`src/rtl/ps2_rx_fifo.sv`:
```
// rtl/ps2_rx_fifo.sv - PS/2 device-to-host frame receiver feeding a first-word-fall-through scan-code FIFO
//
// Purpose:
//    Synchronises the raw PS/2 lines and filters ps2_clock falling edges.
//    Decodes 11-bit frames (start, 8 data LSB first, odd parity, stop) and
//    queues good bytes in a FIFO. Partial frames are aborted after
//    TIMEOUT_CYCLES clock cycles without a falling edge.
//
// Optional feature macro: PS2_EXT_DECODE_EN
//    When defined, E0/F0 prefix bytes are absorbed into ext/break flags and
//    stored alongside the next non-prefix byte. When undefined, every good
//    byte is queued raw and code_break/code_ext are tied low.
//
// Ports:
//    clock        in   system clock, rising edge
//    reset        in   asynchronous, active-high reset
//    ps2_clock    in   raw PS/2 clock line (asynchronous)
//    ps2_data     in   raw PS/2 data line (asynchronous)
//    code_data    out  [7:0] scan code at FIFO head (0 when empty)
//    code_break   out  F0 prefix preceded the head code (0 when empty)
//    code_ext     out  E0 prefix preceded the head code (0 when empty)
//    code_valid   out  FIFO non-empty
//    code_ready   in   consumer accepts head entry
//    fifo_count   out  [$clog2(FIFO_DEPTH):0] current occupancy
//    frame_error  out  one-cycle pulse: bad parity/stop or timeout
//    overflow     out  one-cycle pulse: good byte dropped on a full FIFO

module ps2_rx_fifo #(
   parameter int FILTER_LEN     = 5,
   parameter int FIFO_DEPTH     = 8,
   parameter int TIMEOUT_CYCLES = 50000
) (
   input  logic                          clock,
   input  logic                          reset,
   input  logic                          ps2_clock,
   input  logic                          ps2_data,
   output logic [7:0]                    code_data,
   output logic                          code_break,
   output logic                          code_ext,
   output logic                          code_valid,
   input  logic                          code_ready,
   output logic [$clog2(FIFO_DEPTH):0]   fifo_count,
   output logic                          frame_error,
   output logic                          overflow
);

   localparam int HW = 2 * FILTER_LEN;
   localparam int AW = $clog2(FIFO_DEPTH);
   localparam int TW = $clog2(TIMEOUT_CYCLES + 1);
`ifdef PS2_EXT_DECODE_EN
   localparam int EW = 10;
`else
   localparam int EW = 8;
`endif

   // FILTER_LEN stable highs (older) followed by FILTER_LEN stable lows (newer)
   localparam logic [HW-1:0] EDGE_PAT     = {{FILTER_LEN{1'b1}}, {FILTER_LEN{1'b0}}};
   localparam logic [TW-1:0] TIMEOUT_LAST = TW'(TIMEOUT_CYCLES - 1);
   localparam logic [AW:0]   DEPTH_C      = (AW + 1)'(FIFO_DEPTH);

   typedef enum logic [1:0] {S_IDLE, S_DATA, S_PARITY, S_STOP} state_t;

   // ---------------------------------------------------------------
   // Synchronisers and edge filter. Reset to ones (idle bus) so the
   // history cannot present a falling edge right after reset.
   // ---------------------------------------------------------------
   logic          r_clk_meta, r_clk_sync;
   logic          r_dat_meta, r_dat_sync;
   logic [HW-1:0] r_hist;
   logic          w_edge;
   logic          w_bit;

   always_ff @(posedge clock or posedge reset) begin
      if (reset) begin
         r_clk_meta <= 1'b1;
         r_clk_sync <= 1'b1;
         r_dat_meta <= 1'b1;
         r_dat_sync <= 1'b1;
         r_hist     <= '1;
      end else begin
         r_clk_meta <= ps2_clock;
         r_clk_sync <= r_clk_meta;
         r_dat_meta <= ps2_data;
         r_dat_sync <= r_dat_meta;
         r_hist     <= {r_hist[HW-2:0], r_clk_sync};
      end
   end

   // The exact pattern holds for one cycle only, giving one event per edge
   assign w_edge = (r_hist == EDGE_PAT);
   assign w_bit  = r_dat_sync;

   // ---------------------------------------------------------------
   // Frame FSM
   // ---------------------------------------------------------------
   state_t        r_state;
   logic [2:0]    r_bit_cnt;
   logic [7:0]    r_shift;
   logic          r_parity;
   logic [TW-1:0] r_timer;
   logic          r_frame_error;
   logic          w_good;
   logic          w_stop_edge;
   logic          w_timeout;
   logic          w_push;
   logic [EW-1:0] w_entry;

   assign w_good      = w_bit & (^{r_shift, r_parity});
   assign w_stop_edge = (r_state == S_STOP) && w_edge;
   assign w_timeout   = (r_state != S_IDLE) && !w_edge && (r_timer == TIMEOUT_LAST);

`ifdef PS2_EXT_DECODE_EN
   logic r_brk;
   logic r_ext;
   logic w_is_prefix;

   assign w_is_prefix = (r_shift == 8'hE0) || (r_shift == 8'hF0);
   assign w_push      = w_stop_edge && w_good && !w_is_prefix;
   assign w_entry     = {r_brk, r_ext, r_shift};
`else
   assign w_push      = w_stop_edge && w_good;
   assign w_entry     = r_shift;
`endif

   always_ff @(posedge clock or posedge reset) begin
      if (reset) begin
         r_state       <= S_IDLE;
         r_bit_cnt     <= 3'd0;
         r_shift       <= 8'd0;
         r_parity      <= 1'b0;
         r_timer       <= '0;
         r_frame_error <= 1'b0;
`ifdef PS2_EXT_DECODE_EN
         r_brk         <= 1'b0;
         r_ext         <= 1'b0;
`endif
      end else begin
         r_frame_error <= 1'b0;

         if (r_state == S_IDLE || w_edge)
            r_timer <= '0;
         else
            r_timer <= r_timer + TW'(1);

         case (r_state)
            S_IDLE: begin
               if (w_edge && !w_bit) begin
                  r_state   <= S_DATA;
                  r_bit_cnt <= 3'd0;
               end
            end
            S_DATA: begin
               if (w_edge) begin
                  r_shift   <= {w_bit, r_shift[7:1]};
                  r_bit_cnt <= r_bit_cnt + 3'd1;
                  if (r_bit_cnt == 3'd7)
                     r_state <= S_PARITY;
               end
            end
            S_PARITY: begin
               if (w_edge) begin
                  r_parity <= w_bit;
                  r_state  <= S_STOP;
               end
            end
            S_STOP: begin
               if (w_edge) begin
                  r_state <= S_IDLE;
                  if (!w_good) begin
                     r_frame_error <= 1'b1;
`ifdef PS2_EXT_DECODE_EN
                     r_brk <= 1'b0;
                     r_ext <= 1'b0;
                  end else if (r_shift == 8'hE0) begin
                     r_ext <= 1'b1;
                  end else if (r_shift == 8'hF0) begin
                     r_brk <= 1'b1;
                  end else begin
                     r_brk <= 1'b0;
                     r_ext <= 1'b0;
`endif
                  end
               end
            end
            default: r_state <= S_IDLE;
         endcase

         // Abandon a stalled frame; never coincides with an edge
         if (w_timeout) begin
            r_state       <= S_IDLE;
            r_frame_error <= 1'b1;
`ifdef PS2_EXT_DECODE_EN
            r_brk         <= 1'b0;
            r_ext         <= 1'b0;
`endif
         end
      end
   end

   assign frame_error = r_frame_error;

   // ---------------------------------------------------------------
   // First-word-fall-through FIFO
   // ---------------------------------------------------------------
   logic [EW-1:0] r_mem [FIFO_DEPTH];
   logic [AW-1:0] r_wr_ptr;
   logic [AW-1:0] r_rd_ptr;
   logic [AW:0]   r_count;
   logic          r_overflow;
   logic          w_valid;
   logic          w_full;
   logic          w_pop;
   logic          w_wr;
   logic [EW-1:0] w_head;

   assign w_valid = (r_count != '0);
   assign w_full  = (r_count == DEPTH_C);
   assign w_pop   = w_valid && code_ready;
   // A full FIFO still accepts a push when the head leaves in the same cycle
   assign w_wr    = w_push && (!w_full || w_pop);
   assign w_head  = r_mem[r_rd_ptr];

   always_ff @(posedge clock) begin
      if (w_wr)
         r_mem[r_wr_ptr] <= w_entry;
   end

   always_ff @(posedge clock or posedge reset) begin
      if (reset) begin
         r_wr_ptr   <= '0;
         r_rd_ptr   <= '0;
         r_count    <= '0;
         r_overflow <= 1'b0;
      end else begin
         r_overflow <= w_push && !w_wr;
         // Pointers are AW bits wide, so they wrap modulo FIFO_DEPTH
         if (w_wr)
            r_wr_ptr <= r_wr_ptr + AW'(1);
         if (w_pop)
            r_rd_ptr <= r_rd_ptr + AW'(1);
         case ({w_wr, w_pop})
            2'b10:   r_count <= r_count + (AW + 1)'(1);
            2'b01:   r_count <= r_count - (AW + 1)'(1);
            default: r_count <= r_count;
         endcase
      end
   end

   assign code_valid = w_valid;
   assign code_data  = w_valid ? w_head[7:0] : 8'd0;
`ifdef PS2_EXT_DECODE_EN
   assign code_break = w_valid & w_head[9];
   assign code_ext   = w_valid & w_head[8];
`else
   assign code_break = 1'b0;
   assign code_ext   = 1'b0;
`endif
   assign fifo_count = r_count;
   assign overflow   = r_overflow;

endmodule
```
`config.mk`:
```
export PLATFORM = sky130hd
export DESIGN_NAME = ps2_rx_fifo
export DESIGN_NICKNAME = d
export VERILOG_FILES = /design/src/rtl/ps2_rx_fifo.sv
export SDC_FILE = /design/constraint.sdc
export NUM_CORES = 1
export LEC_CHECK = 0
export CORE_MARGIN = 8
export CORE_UTILIZATION = 45
export CTS_CLUSTER_DIAMETER = 40
export DETAILED_ROUTE_END_ITERATION = 10
export DONT_BUFFER_PORTS = 1
export PLACE_DENSITY_LB_ADDON = 0.15
export SLEW_MARGIN = 20
export SYNTH_ARGS = -nofsm -noshare
export SYNTH_HDL_FRONTEND = slang
export SYNTH_SLANG_ARGS = --single-unit
```
`constraint.sdc`:
```
create_clock -name clock -period 8.3 [get_ports clock]
set_input_delay 0.415 -clock clock [delete_from_list [all_inputs] [get_ports clock]]
set_output_delay 0.415 -clock clock [all_outputs]
set_load 0.02 [all_outputs]
```
After elaboration in Yosys (flattened, before gate mapping):

Memories as Yosys holds them, arrays and structs flattened.
Index checks and enable logic that the tools add are counted.

* logic and storage cells: 82
* input bits: 5
* memories kept: 1
* bits in writable memories: 64
* register bits after elaboration: 56

* bitwise logic cells: 1
* reductions and logical operators: 24
* equal/unequal tests: 16
* multiplexer cells: 19
* add/subtract/negate cells: 6

Memory list
* r_mem: words 8, bits a word 8, read ports 1, clocked after Yosys merged registers in 0, wr ports 1, RTL line 205 `logic [EW-1:0] r_mem [FIFO_DEPTH];`

Operator list (number)
* adder 16 x 1 -> 16 bit (second input constant): 1
* equality test 16 bit (second input constant): 1
* two-way mux 16 bit: 1
* two-way mux 2 bit: 6
* != test 3 bit (second input constant): 4
* equality test 10 bit (second input constant): 1
* adder 3 x 1 -> 3 bit (second input constant): 3
* XOR reduction 9 bit: 1
* logical AND 1 bit: 8
* two-way mux 8 bit: 1
* case mux 2 bit (4 select lines): 1
* case mux 4 bit (2 select lines): 1
* equality test 2 bit (second input constant): 3
* two-way mux 1 bit: 6
* two-way mux 3 bit: 2
* case mux 3 bit (2 select lines): 1
* nonzero test 2 bit: 3
* AND reduction 5 bit: 1
* adder 4 x 1 -> 4 bit (second input constant): 1
* equality test 2 x 1 -> 1 bit (second input constant): 2
* equality test 4 bit (second input constant): 1
* logical NOT 1 bit: 4
* AND reduction 2 bit: 2
* nonzero test 4 bit: 1
* other kinds (9): 10

Depth between registers and ports, before layout:

Gate-level depths: netlist of run 1.

* word-level depth: 6
* mapped depth: 12
* depth with buffers taken out: 11

Least setup slack after synthesis of run 1:

Ideal clock, no wire load.

* path kind: register to register
* start: register r_count[1] (netlist: fifo_count[1])
* end: register r_count[2] (netlist: fifo_count[2])
* cell stages (with the launch flop): 11
* required time: 8164 ps
* library setup time: 136 ps
* arrival time: 2522 ps
* buffers on the path: 1
* setup slack: 5642 ps
* cells stage by stage: dfrtp_1 > buf_2 > nor4_2 > nor2b_1 > ha_1 > xor2_1 > ha_1 > a21oi_1 > xor2_1 > nor2_1 > xor2_1

* longest elaborated chain between the ends: 6
* elaborated cells on any way between the ends: 12

RTL lines
* from (decl): RTL line 208 `logic [AW:0] r_count;`
* from (signal assigned): RTL line 242 `2'b10: r_count <= r_count + (AW + 1)'(1);`
* from (signal assigned): RTL line 243 `2'b01: r_count <= r_count - (AW + 1)'(1);`
* from (signal assigned): RTL line 244 `default: r_count <= r_count;`
* nonzero test 4 bit (*): RTL line 216 `assign w_valid = (r_count != '0);`
* logical AND 1 bit (*): RTL line 218 `assign w_pop = w_valid && code_ready;`
* via w_pop: RTL line 212 `logic w_pop;`
* logical OR 1 bit: RTL line 220 `assign w_wr = w_push && (!w_full || w_pop);`
* logical AND 1 bit: RTL line 220
* equality test 2 x 1 -> 1 bit or equality test 2 bit (tied branches): RTL line 241 `case ({w_wr, w_pop})`
* case mux 4 bit (2 select lines) or nonzero test 2 bit (tied branches)

Mark *: on every way through the listed nets, which the timed path passes. The rest lies on a longest branch.
A chain may end at the register's enable or synchronous reset.

Worst setup path in the final report of run 1:

* start: register r_hist[8]
* end: register r_count[2] (netlist: fifo_count[2])

* longest elaborated chain between the ends: 6
* elaborated cells on any way between the ends: 8

RTL lines
* from (decl): RTL line 69 `logic [HW-1:0] r_hist;`
* from (signal assigned): RTL line 85 `r_hist <= {r_hist[HW-2:0], r_clk_sync};`
* equality test 10 bit (*): RTL line 90 `assign w_edge = (r_hist == EDGE_PAT);`
* logical AND 1 bit (*): RTL line 109 `assign w_stop_edge = (r_state == S_STOP) && w_edge;`
* logical AND 1 bit (*): RTL line 121 `assign w_push = w_stop_edge && w_good;`
* logical AND 1 bit (*): RTL line 220
* equality test 2 x 1 -> 1 bit or equality test 2 bit (tied branches): RTL line 241
* case mux 4 bit (2 select lines) or nonzero test 2 bit (tied branches)

Every way passes the cells marked *; elsewhere a longest branch is shown, timed or not.

==> flow_results.xml, run 1 <==
<?xml version="1.0" encoding="UTF-8"?>
<metrics>
  <group name="run_status">
    <metric name="run_status" unit="">completed</metric>
  </group>
  <group name="power_and_ir_drop">
    <metric name="ir_worst_vdd" unit="V">0.000136</metric>
    <metric name="power.density" unit="mW/mm2">298</metric>
    <metric name="p_total" unit="mW">1.76</metric>
    <metric name="p_leak" unit="nW">2.24</metric>
  </group>
  <group name="sta">
    <metric name="tns" unit="ps">0</metric>
    <metric name="timing.fmax" unit="MHz">336</metric>
    <metric name="max-slew-margin-rel" unit="%">35.3</metric>
    <metric name="min_period_over_period" unit="%">35.9</metric>
    <metric name="finalSetupViolations" unit="">0</metric>
    <metric name="layout_min_cycle_time" unit="ps">2980</metric>
    <metric name="rsz_0062_raised_after_global_routing" unit="">no</metric>
    <metric name="maxSlewViolCount" unit="">0</metric>
    <metric name="hold_viol_final" unit="">0</metric>
    <metric name="timing_worst_slew_pin_value" unit="ps">967</metric>
    <metric name="finClkSkew" unit="ps">4.94</metric>
    <metric name="final.hold.worst_slack" unit="ps">90.8</metric>
  </group>
  <group name="detailed_routing">
    <metric name="vias" unit="">2721</metric>
    <metric name="wl_per_cell" unit="um">17.7</metric>
    <metric name="routed_via_density" unit="">5.37</metric>
    <metric name="drc" unit="">0</metric>
    <metric name="postRouteAntennaNets" unit="">0</metric>
    <metric name="initialDrtViolationCount" unit="">130</metric>
    <metric name="drt-pass1-iter-count" unit="">6</metric>
    <metric name="drt-total-wl" unit="um">8980</metric>
  </group>
  <group name="clock_network">
    <metric name="root_buffer" unit="">sky130_fd_sc_hd__clkbuf_16</metric>
    <metric name="worst_skew_pair.late_latency" unit="ps">400</metric>
    <metric name="resized_after_cts" unit="">0</metric>
    <metric name="clk_pin_slew_worst_paths" unit="ps">50</metric>
    <metric name="cts_num_sinks" unit="">120</metric>
    <metric name="hold_buffers" unit="">2</metric>
    <metric name="post_cts_buffers" unit="">0</metric>
    <metric name="cts_htree_levels" unit="">4</metric>
    <metric name="cts_max_path_buffers" unit="">2</metric>
    <metric name="tritoncts_clock_tree" unit="">built</metric>
    <metric name="cts_made_buffers" unit="">17</metric>
  </group>
  <group name="synth">
    <metric name="synth.distinct_cells" unit="">47</metric>
    <metric name="share_of_flip_flops_with_an_asynchronous_set_or_reset" unit="%">46.7</metric>
    <metric name="yosys_warnings" unit="">0</metric>
    <metric name="synthesis.area_per_instance" unit="um2">15.1</metric>
    <metric name="dominantRegCellSynth" unit="">sky130_fd_sc_hd__edfxtp_1</metric>
    <metric name="syn_inst" unit="">338</metric>
    <metric name="synth_edf_count" unit="">64</metric>
    <metric name="seq_area_frac_synth" unit="%">65.3</metric>
    <metric name="mappedNetlistArea" unit="mm2">0.00512</metric>
    <metric name="synth-seq-cells" unit="">120</metric>
  </group>
  <group name="critical_path">
    <metric name="timing.critical_path.arrival" unit="ps">3240</metric>
    <metric name="timing.critical_path.fanout_max" unit="">15</metric>
    <metric name="cp_data_required_time" unit="ps">8570</metric>
    <metric name="critical_path_class" unit="">reg -&gt; reg</metric>
    <metric name="critPathCaptureType" unit="">flip-flop</metric>
    <metric name="startpoint_of_the_most_critical_register_to_register_path" unit="">r_hist[8]</metric>
    <metric name="critical_path.startpoint" unit="">r_hist[8]</metric>
    <metric name="cp-start-kind" unit="">flip-flop</metric>
  </group>
  <group name="die">
    <metric name="core_area" unit="mm2">0.0113</metric>
    <metric name="pin_count" unit="">22</metric>
    <metric name="start_util" unit="%">45.4</metric>
    <metric name="die_span_in_y" unit="um">123</metric>
    <metric name="rows" unit="">39</metric>
    <metric name="fp.dieW" unit="um">123</metric>
    <metric name="fp.dieArea" unit="mm2">0.0150</metric>
  </group>
  <group name="cells_and_area">
    <metric name="sequential_cell_area" unit="mm2">0.00334</metric>
    <metric name="multi_input_combinational_cell_area" unit="mm2">0.00170</metric>
    <metric name="fin_nets" unit="">368</metric>
    <metric name="final_core_utilization" unit="%">52.4</metric>
    <metric name="fillerInstances" unit="">925</metric>
    <metric name="synthToLayoutAreaGrowth" unit="%">15.4</metric>
    <metric name="insertedDiodeCount" unit="">0</metric>
    <metric name="share_of_layout_cells_above_drive_strength_1" unit="%">23.6</metric>
  </group>
  <group name="place">
    <metric name="hpwlAfterDp" unit="um">5600</metric>
    <metric name="finalWeightedCongestion" unit="">0.725</metric>
    <metric name="portBuffers" unit="">0</metric>
  </group>
  <group name="global_route">
    <metric name="grt_pass1_vias" unit="">2841</metric>
    <metric name="grt_antenna_before_repair" unit="">0</metric>
    <metric name="grtUsageTotal" unit="%">13.3</metric>
    <metric name="grt_start_max_net_pins" unit="">57</metric>
    <metric name="grt_first_pass_wirelength" unit="um">14800</metric>
    <metric name="global_route.overflow_total" unit="">0</metric>
  </group>
  <group name="worst_hold_path">
    <metric name="min-delay-path-class" unit="">in -&gt; async</metric>
  </group>
  <group name="run">
    <metric name="drv_cap" unit="">0</metric>
  </group>
</metrics>
-- cell usage after synthesis (all sizes together) (2+ instances only) --
| master | n | area (um2) |
|---|---|---|
| a211oi | 2 | 15.0 |
| a21oi | 7 | 35.0 |
| a31o | 2 | 17.5 |
| a31oi | 2 | 12.5 |
| a32oi | 2 | 17.5 |
| and3 | 4 | 25.0 |
| buf | 12 | 61.3 |
| dfrtp | 42 | 1050 |
| dfstp | 14 | 368 |
| edfxtp | 64 | 1920 |
| ha | 12 | 150 |
| inv | 8 | 30.0 |
| mux2 | 11 | 128 |
| mux2i | 8 | 80.1 |
| mux4 | 16 | 360 |
| nand2 | 12 | 45.0 |
| nand2b | 3 | 18.8 |
| nand3 | 9 | 57.6 |
| nand3b | 3 | 22.5 |
| nand4 | 5 | 31.3 |
| nand4b | 2 | 17.5 |
| nor2 | 32 | 120 |
| nor2b | 5 | 31.3 |
| nor3 | 7 | 35.0 |
| nor4 | 3 | 37.5 |
| o21ai | 10 | 50.1 |
| or3 | 3 | 18.8 |
| xnor2 | 14 | 149 |
| xor2 | 12 | 105 |
-- critical path, stage by stage (launching register included) --
cell                      delay (ps)
sky130_fd_sc_hd__dfstp_2         520
sky130_fd_sc_hd__and4_1          240
sky130_fd_sc_hd__and3_1          480
sky130_fd_sc_hd__and3_1          320
sky130_fd_sc_hd__nand3_4         130
sky130_fd_sc_hd__ha_1            280
sky130_fd_sc_hd__xor2_1          170
sky130_fd_sc_hd__ha_1            200
sky130_fd_sc_hd__a21oi_1         140
sky130_fd_sc_hd__xor2_1          150
sky130_fd_sc_hd__nor2_1           60
sky130_fd_sc_hd__xor2_1          140
-- kinds of logic after synthesis --
logic type                 count (synthesis)  share of synthesized area (%)
muxes                                     35                           11.1
xor gates and xnor gates                  27                           5.43
and+or+nand+nor                           93                           9.88
buffers and inverters                     21                           1.86
adders and majority gates                 12                           2.93
DFF                                      120                           65.3
AOI/OAI and AO/OA                         29                           3.47
other                                      1                         0.0733
-- report_power, final --
part / leakage, nW / switching (mW) / internal [mW] / total [mW]
Combinational: 0.647 / 0.140 / 0.118 / 0.258
Sequential: 1.30 / 0.0879 / 0.662 / 0.749
Clock: 0.293 / 0.255 / 0.497 / 0.752
Total: 2.24 / 0.483 / 1.28 / 1.76
-- layout make-up --
type,instances,area share (%)
Clock buffer,17,7.20
Clock inverter,15,3.12
Inverter,8,0.509
Multi-Input combinational cell,198,28.7
Sequential cell,120,56.6
Tap cell,143,3.03
Timing Repair Buffer,6,0.848
-- metrics by stage --
step	setup WS (ps)	cells	cell area, um2
4_1_cts	5040	507	5900
2_1_floorplan	5640	339	5120
5_1_grt	5070	507	5900
3_5_place_dp	5040	473	5270
6_report	5320	507	5900
3_3_place_gp	5130	473	5270
-- metal layers --
layer / GRT usage [%] / vias to the layer above / wire [um]
li1: - / 1280 / -
met5: 0 / - / 0
met1: 16.2 / 1381 / 4090
met4: 5.94 / 0 / 150
met2: 20.9 / 49 / 4350
met3: 4.78 / 11 / 385
-- flip-flops by register name, indices dropped and copies added, names as in the netlist --
signal,flops
r_rd_ptr,3
r_parity,1
frame_error,1
r_bit_cnt,3
r_timer,16
r_shift,8
r_wr_ptr,3
r_dat_sync,1
fifo_count,4
r_mem,64
r_dat_meta,1
r_state,2
r_clk_meta,1
r_clk_sync,1
r_hist,10
overflow,1
-- cell usage in the layout (no fill, tap or decap), types with 7 or more instances in the layout --
master                       n
sky130_fd_sc_hd__ha_1       12
sky130_fd_sc_hd__clkbuf_16  17
sky130_fd_sc_hd__xor2_1     12
sky130_fd_sc_hd__nor2_1     32
sky130_fd_sc_hd__nand2_1    12
sky130_fd_sc_hd__mux4_2     16
sky130_fd_sc_hd__o21ai_0    10
sky130_fd_sc_hd__nor3_1      7
sky130_fd_sc_hd__edfxtp_1   64
sky130_fd_sc_hd__dfrtp_1    42
sky130_fd_sc_hd__nand3_1     8
sky130_fd_sc_hd__a21oi_1     7
sky130_fd_sc_hd__mux2i_1     8
sky130_fd_sc_hd__inv_1       7
sky130_fd_sc_hd__xnor2_1    12
sky130_fd_sc_hd__dfstp_2    14
sky130_fd_sc_hd__mux2_2     10
-- final timing paths --
check                                      to  slack (ps)  depth (start not counted)
worst max-delay path            fifo_count[2]        5320                         11
worst min-delay path              r_timer[13]          90                          2
worst max register to register  fifo_count[2]        5320                         11
worst min register to register      r_hist[0]         350                          0
max in group asynchronous          r_shift[5]        7730                          2
min in group clock                   overflow         350                          2
No activity file was read; power rests on OpenSTA's default activity.
==> run 2, diff against run 1 <==
- clock period: 8.3 -> 2.75 ns (I/O delays scaled with it)
==> flow_results.xml, run 2 (same netlist as run 1, synthesis figures left out) <==
<?xml version="1.0" encoding="UTF-8"?>
<metrics>
  <group name="clock_network">
    <metric name="cts_htree_levels" unit="">4</metric>
    <metric name="root_buffer" unit="">sky130_fd_sc_hd__clkbuf_16</metric>
    <metric name="cts_made_buffers" unit="">17</metric>
    <metric name="tritoncts_clock_tree" unit="">built</metric>
    <metric name="cts_max_path_buffers" unit="">2</metric>
    <metric name="cts_num_sinks" unit="">120</metric>
    <metric name="worst_skew_pair.late_latency" unit="ps">400</metric>
    <metric name="clk_pin_slew_worst_paths" unit="ps">50</metric>
  </group>
  <group name="place">
    <metric name="dp.cells" unit="">493</metric>
    <metric name="portBuffers" unit="">0</metric>
    <metric name="hpwlAfterDp" unit="um">5960</metric>
    <metric name="finalWeightedCongestion" unit="">0.747</metric>
  </group>
  <group name="cells_and_area">
    <metric name="multi_input_combinational_cell_area" unit="mm2">0.00169</metric>
    <metric name="max_ffs_per_register" unit="">64</metric>
    <metric name="final_cell_mix" unit="">sky130_fd_sc_hd__edfxtp_1, sky130_fd_sc_hd__dfrtp_1, sky130_fd_sc_hd__nor2_1</metric>
    <metric name="share_of_layout_cells_above_drive_strength_1" unit="%">27.2</metric>
    <metric name="final_core_utilization" unit="%">53.4</metric>
    <metric name="mostFrequentLayoutCell" unit="">sky130_fd_sc_hd__edfxtp_1</metric>
    <metric name="fillerInstances" unit="">915</metric>
    <metric name="insertedDiodeCount" unit="">0</metric>
    <metric name="registers.top_by_ff_count" unit="">r_mem</metric>
    <metric name="final_cell_count_no_fill" unit="">529</metric>
    <metric name="fin_nets" unit="">390</metric>
    <metric name="sequential_cell_area" unit="mm2">0.00334</metric>
    <metric name="synthToLayoutAreaGrowth" unit="%">17.6</metric>
    <metric name="biggestRegsByFlops" unit="">r_mem x64, r_timer x16, r_hist x10</metric>
  </group>
  <group name="sta">
    <metric name="min_period_over_period" unit="%">93.5</metric>
    <metric name="layout_min_cycle_time" unit="ps">2570</metric>
    <metric name="finClkSkew" unit="ps">6.83</metric>
    <metric name="rsz_0062_raised_after_global_routing" unit="">no</metric>
    <metric name="timing_worst_slew_pin_value" unit="ps">808</metric>
    <metric name="hold_viol_final" unit="">0</metric>
    <metric name="timing.fmax" unit="MHz">389</metric>
    <metric name="max-slew-margin-rel" unit="%">46.1</metric>
    <metric name="tns" unit="ps">0</metric>
    <metric name="maxSlewViolCount" unit="">0</metric>
    <metric name="finalSetupViolations" unit="">0</metric>
    <metric name="final.hold.worst_slack" unit="ps">47.3</metric>
  </group>
  <group name="die">
    <metric name="die_span_in_y" unit="um">123</metric>
    <metric name="pin_count" unit="">22</metric>
    <metric name="start_util" unit="%">45.4</metric>
    <metric name="fp.dieW" unit="um">123</metric>
    <metric name="core_area" unit="mm2">0.0113</metric>
    <metric name="fp.dieArea" unit="mm2">0.0150</metric>
    <metric name="rows" unit="">39</metric>
  </group>
  <group name="power_and_ir_drop">
    <metric name="reported_net_switching_power" unit="mW">1.44</metric>
    <metric name="p_leak" unit="nW">2.32</metric>
    <metric name="ir_worst_vdd" unit="V">0.000557</metric>
    <metric name="seqPwrFrac" unit="%">42.4</metric>
    <metric name="clock_power_share" unit="%">40.5</metric>
    <metric name="power_switching_share" unit="%">28.0</metric>
    <metric name="power.density" unit="mW/mm2">857</metric>
    <metric name="power.internal" unit="mW">3.72</metric>
    <metric name="comb_power_share" unit="%">17.2</metric>
    <metric name="p_total" unit="mW">5.16</metric>
  </group>
  <group name="run">
    <metric name="drv_cap" unit="">0</metric>
  </group>
  <group name="worst_hold_path">
    <metric name="min_from" unit="">code_ready</metric>
    <metric name="min-delay-path-class" unit="">in -&gt; reg</metric>
  </group>
  <group name="detailed_routing">
    <metric name="wl_per_cell" unit="um">17.1</metric>
    <metric name="routed_via_density" unit="">5.19</metric>
    <metric name="drt-pass1-iter-count" unit="">4</metric>
    <metric name="postRouteAntennaNets" unit="">0</metric>
    <metric name="drc" unit="">0</metric>
    <metric name="vias" unit="">2748</metric>
    <metric name="initialDrtViolationCount" unit="">139</metric>
    <metric name="drt-total-wl" unit="um">9050</metric>
  </group>
  <group name="critical_path">
    <metric name="startpoint_of_the_most_critical_register_to_register_path" unit="">r_hist[8]</metric>
    <metric name="critical_path.startpoint" unit="">r_hist[8]</metric>
    <metric name="timing.critical_path.fanout_max" unit="">5</metric>
    <metric name="critical_path_class" unit="">reg -&gt; reg</metric>
    <metric name="cp_data_required_time" unit="ps">3040</metric>
    <metric name="critPathCaptureType" unit="">flip-flop</metric>
    <metric name="cp-start-kind" unit="">flip-flop</metric>
    <metric name="timing.critical_path.arrival" unit="ps">2860</metric>
  </group>
  <group name="global_route">
    <metric name="grt_first_pass_wirelength" unit="um">15100</metric>
    <metric name="grt_start_max_net_pins" unit="">24</metric>
    <metric name="grt_pass1_vias" unit="">2854</metric>
    <metric name="grt_antenna_before_repair" unit="">0</metric>
    <metric name="grtUsageTotal" unit="%">13.5</metric>
    <metric name="global_route.overflow_total" unit="">0</metric>
  </group>
  <group name="run_status">
    <metric name="run_status" unit="">completed</metric>
  </group>
</metrics>
## run 2: cell count changes in the layout (fill, tap and decap cells not counted)
cell	delta
sky130_fd_sc_hd__inv_6	+1
sky130_fd_sc_hd__bufinv_16	-2
sky130_fd_sc_hd__clkinv_4	+1
sky130_fd_sc_hd__clkinv_2	-2
sky130_fd_sc_hd__dlygate4sd3_1	+1
sky130_fd_sc_hd__buf_4	+21
sky130_fd_sc_hd__nor4_4	-1
sky130_fd_sc_hd__nor4_2	+1
sky130_fd_sc_hd__clkbuf_1	+3
sky130_fd_sc_hd__clkinv_1	-1
## run 2: power groups by stage
stage / clock, mW / sequential (mW) / combinational, mW
after floorplan: 0 / 2.15 / 0.758
after global placement: 0 / 2.22 / 0.890
after detailed placement: 0 / 2.23 / 0.903
after CTS: 2.13 / 2.19 / 0.909
after global routing: 2.21 / 2.21 / 1.00
final: 2.09 / 2.18 / 0.885
## run 2: critical path, stage by stage, from the launching register on
cell                      delay [ps]
sky130_fd_sc_hd__dfstp_2         520
sky130_fd_sc_hd__and4_1          250
sky130_fd_sc_hd__and3_1          200
sky130_fd_sc_hd__and3_1          250
sky130_fd_sc_hd__nand3_4         120
sky130_fd_sc_hd__ha_1            270
sky130_fd_sc_hd__xor2_1          160
sky130_fd_sc_hd__ha_1            180
sky130_fd_sc_hd__a21oi_1         140
sky130_fd_sc_hd__xor2_1          160
sky130_fd_sc_hd__nor2_1           60
sky130_fd_sc_hd__xor2_1          130
## run 2: path summary, 6_finish.rpt
kind | endpoint | depth (start not counted) | slack [ps]
max | fifo_count[2] | 11 | 180
min | overflow | 2 | 50
max reg2reg | fifo_count[2] | 11 | 180
min reg2reg | r_dat_sync | 0 | 360
max in group asynchronous | r_hist[8] | 3 | 1810
min in group asynchronous | r_timer[13] | 2 | 210
## run 2: per-layer routing
layer / part of all wire, % / GRT usage [%]
met2: 48 / 21.4
met3: 2.8 / 3.59
met1: 47 / 16.8
met4: 1.7 / 6.63
met5: 0 / 0
## run 2: stage by stage
step,cell area [um2],worst slack (ps)
after floorplan,5120,92.2
after global placement,5420,117
after detailed placement,5420,77.1
after CTS,6010,54.1
after global routing,6020,9.83
final,6020,177
## run 2: final cells by class
cell class | count | area share [%]
flip-flops and latches | 120 | 55.5
repair buffers | 28 | 3.62
clock buffers | 20 | 7.26
clock inverters | 12 | 2.12
multi-input cells | 198 | 28.0
inverters | 8 | 0.499
well taps | 143 | 2.97
## run 2: repair_timing
item	4_1_cts	5_1_grt
hold endpoints to repair	23	0
hold buffers	3	0
endpoints found under the setup margin	0	1
setup buffers	0	1
gates resized for setup	0	0
==> run 3, diff against run 2 <==
==> constraint.sdc (replaced) <==
create_clock -name clock -period 2.75 [get_ports clock]
set_input_delay 0.1375 -clock clock [delete_from_list [all_inputs] [get_ports clock]]
set_output_delay 0.1375 -clock clock [all_outputs]
set_load 0.01 [all_outputs]
==> flow_results.xml, run 3 (same netlist as run 1, synthesis figures left out) <==
<?xml version="1.0" encoding="UTF-8"?>
<metrics>
  <group name="clock_network">
    <metric name="cts_num_sinks" unit="">120</metric>
    <metric name="cts_made_buffers" unit="">17</metric>
    <metric name="root_buffer" unit="">sky130_fd_sc_hd__clkbuf_16</metric>
    <metric name="cts_max_path_buffers" unit="">2</metric>
    <metric name="worst_skew_pair.late_latency" unit="ps">400</metric>
    <metric name="tritoncts_clock_tree" unit="">built</metric>
    <metric name="clk_pin_slew_worst_paths" unit="ps">50</metric>
    <metric name="cts_htree_levels" unit="">4</metric>
  </group>
  <group name="power_and_ir_drop">
    <metric name="p_leak" unit="nW">2.31</metric>
    <metric name="power_switching_share" unit="%">26.9</metric>
    <metric name="power.internal" unit="mW">3.70</metric>
    <metric name="seqPwrFrac" unit="%">43.1</metric>
    <metric name="clock_power_share" unit="%">40.1</metric>
    <metric name="comb_power_share" unit="%">16.8</metric>
    <metric name="ir_worst_vdd" unit="V">0.000389</metric>
    <metric name="power.density" unit="mW/mm2">844</metric>
    <metric name="reported_net_switching_power" unit="mW">1.36</metric>
  </group>
  <group name="place">
    <metric name="finalWeightedCongestion" unit="">0.757</metric>
    <metric name="place_area" unit="mm2">0.00541</metric>
    <metric name="portBuffers" unit="">0</metric>
    <metric name="hpwlAfterDp" unit="um">5870</metric>
  </group>
  <group name="critical_path">
    <metric name="critPathCaptureType" unit="">flip-flop</metric>
    <metric name="timing.critical_path.arrival" unit="ps">2820</metric>
    <metric name="worst_path_dominant_cell_family" unit="">simple AND/OR/NAND/NOR gates</metric>
    <metric name="critical_path_class" unit="">reg -&gt; reg</metric>
    <metric name="timing.critical_path.fanout_max" unit="">5</metric>
    <metric name="critical-path-top-cell-by-count" unit="">sky130_fd_sc_hd__xor2_1</metric>
    <metric name="cell_by_cell_listing_of_the_critical_path" unit="">and4_1, and3_1, and3_1, nand3_4, ha_2, xor2_1, ha_1, a21oi_1, xor2_1, nor2_1, xor2_1</metric>
    <metric name="slowest_stage" unit="">sky130_fd_sc_hd__dfstp_2</metric>
    <metric name="crit_path_max_incr_delay" unit="ps">530</metric>
    <metric name="critPathBufInv" unit="">0</metric>
    <metric name="cp_data_required_time" unit="ps">3030</metric>
    <metric name="cp-start-kind" unit="">flip-flop</metric>
  </group>
  <group name="die">
    <metric name="fp.dieW" unit="um">123</metric>
    <metric name="rows" unit="">39</metric>
    <metric name="start_util" unit="%">45.4</metric>
    <metric name="die_span_in_y" unit="um">123</metric>
    <metric name="pin_count" unit="">22</metric>
    <metric name="core_area" unit="mm2">0.0113</metric>
    <metric name="fp.dieArea" unit="mm2">0.0150</metric>
  </group>
  <group name="detailed_routing">
    <metric name="vias" unit="">2770</metric>
    <metric name="drc" unit="">0</metric>
    <metric name="drt-pass1-iter-count" unit="">6</metric>
    <metric name="initialDrtViolationCount" unit="">121</metric>
    <metric name="routed_via_density" unit="">5.26</metric>
    <metric name="drt-total-wl" unit="um">9150</metric>
    <metric name="postRouteAntennaNets" unit="">0</metric>
    <metric name="wl_per_cell" unit="um">17.4</metric>
  </group>
  <group name="cells_and_area">
    <metric name="max_ffs_per_register" unit="">64</metric>
    <metric name="insertedDiodeCount" unit="">0</metric>
    <metric name="fin_nets" unit="">389</metric>
    <metric name="final_cell_mix" unit="">sky130_fd_sc_hd__edfxtp_1, sky130_fd_sc_hd__dfrtp_1, sky130_fd_sc_hd__nor2_1</metric>
    <metric name="final_design_area_no_fill" unit="mm2">0.00599</metric>
    <metric name="biggestRegsByFlops" unit="">r_mem x64, r_timer x16, r_hist x10</metric>
    <metric name="registers.top_by_ff_count" unit="">r_mem</metric>
    <metric name="final_core_utilization" unit="%">53.2</metric>
    <metric name="mostFrequentLayoutCell" unit="">sky130_fd_sc_hd__edfxtp_1</metric>
    <metric name="share_of_layout_cells_above_drive_strength_1" unit="%">26.8</metric>
    <metric name="synthToLayoutAreaGrowth" unit="%">17.1</metric>
  </group>
  <group name="global_route">
    <metric name="grt_pass1_vias" unit="">2921</metric>
    <metric name="grt_antenna_before_repair" unit="">0</metric>
    <metric name="grt_start_max_net_pins" unit="">33</metric>
    <metric name="grtUsageTotal" unit="%">13.7</metric>
    <metric name="grt_first_pass_wirelength" unit="um">15200</metric>
    <metric name="global_route.overflow_total" unit="">0</metric>
  </group>
  <group name="sta">
    <metric name="max-slew-margin-rel" unit="%">44.8</metric>
    <metric name="tns" unit="ps">0</metric>
    <metric name="layout_min_cycle_time" unit="ps">2540</metric>
    <metric name="rsz_0062_raised_after_global_routing" unit="">no</metric>
    <metric name="timing_worst_slew_pin_value" unit="ps">828</metric>
    <metric name="finalSetupViolations" unit="">0</metric>
    <metric name="maxSlewViolCount" unit="">0</metric>
    <metric name="min_period_over_period" unit="%">92.2</metric>
    <metric name="finClkSkew" unit="ps">5.45</metric>
    <metric name="hold_viol_final" unit="">0</metric>
    <metric name="timing.fmax" unit="MHz">394</metric>
  </group>
  <group name="run">
    <metric name="drv_cap" unit="">0</metric>
  </group>
  <group name="run_status">
    <metric name="run_status" unit="">completed</metric>
  </group>
  <group name="worst_hold_path">
    <metric name="min-delay-path-class" unit="">in -&gt; reg</metric>
  </group>
</metrics>
## run 3: worst register-to-register path, stage by stage (launching register included)
cell and delay (ps):
sky130_fd_sc_hd__dfstp_2 530, sky130_fd_sc_hd__and4_1 240, sky130_fd_sc_hd__and3_1 200, sky130_fd_sc_hd__and3_1 260, sky130_fd_sc_hd__nand3_4 120, sky130_fd_sc_hd__ha_2 240, sky130_fd_sc_hd__xor2_1 150, sky130_fd_sc_hd__ha_1 180
sky130_fd_sc_hd__a21oi_1 140, sky130_fd_sc_hd__xor2_1 160, sky130_fd_sc_hd__nor2_1 60, sky130_fd_sc_hd__xor2_1 140
## run 3: cell type report
| type | count | area [um2] |
|---|---|---|
| clock inverters | 11 | 108 |
| inverters | 8 | 30.0 |
| fillers | 933 | 5280 |
| multi-input cells | 198 | 1690 |
| clock buffers | 20 | 437 |
| well taps | 143 | 179 |
| flip-flops and latches | 120 | 3340 |
| repair buffers | 27 | 210 |
## run 3: final timing paths
path                       startpoint       endpoint  slack [ps]  cells after the start
min in group asynchronous       reset    r_timer[13]         240                      2
max in group asynchronous       reset     r_clk_sync        1670                      3
setup / recovery            r_hist[8]  fifo_count[2]         210                     11
hold reg to reg            r_dat_meta     r_dat_sync         360                      0
setup reg to reg            r_hist[8]  fifo_count[2]         210                     11
hold / removal             code_ready       overflow          50                      2
## run 3: timing repair
item / CTS / global route
setup endpoints to repair: 0 / 1
hold buffers: 3 / 0
hold endpoints to repair: 24 / 0
buffers inserted: 0 / 1
resized for setup: 0 / 1
## run 3: per-stage QoR
| step | worst slack, ps | instances | power [mW] | hold WS, ps |
|---|---|---|---|---|
| after floorplan | 119 | 339 | 2.86 | 142 |
| after global placement | 97.0 | 492 | 3.06 | 91.1 |
| after detailed placement | 72.5 | 492 | 3.08 | 99.3 |
| after CTS | 42.5 | 526 | 5.14 | 43.1 |
| after global routing | 2.52 | 527 | 5.33 | 48.1 |
| final | 215 | 527 | 5.06 | 54.2 |
## run 3: power by group through the flow
stage               sequential [mW]  clock (mW)  combinational, mW
floorplan                      2.13           0              0.735
global placement               2.21           0              0.853
detailed placement             2.22           0              0.867
CTS                            2.18        2.08              0.874
global route                   2.20        2.16              0.972
finish                         2.18        2.03              0.848
## run 3: per-layer routing
layer,global-route usage [%],vias to the layer above,routed length (um)
met5,0,-,0
met4,6.85,0,146
met3,3.91,11,227
met2,21.5,35,4480
met1,17.0,1407,4300
li1,-,1317,-
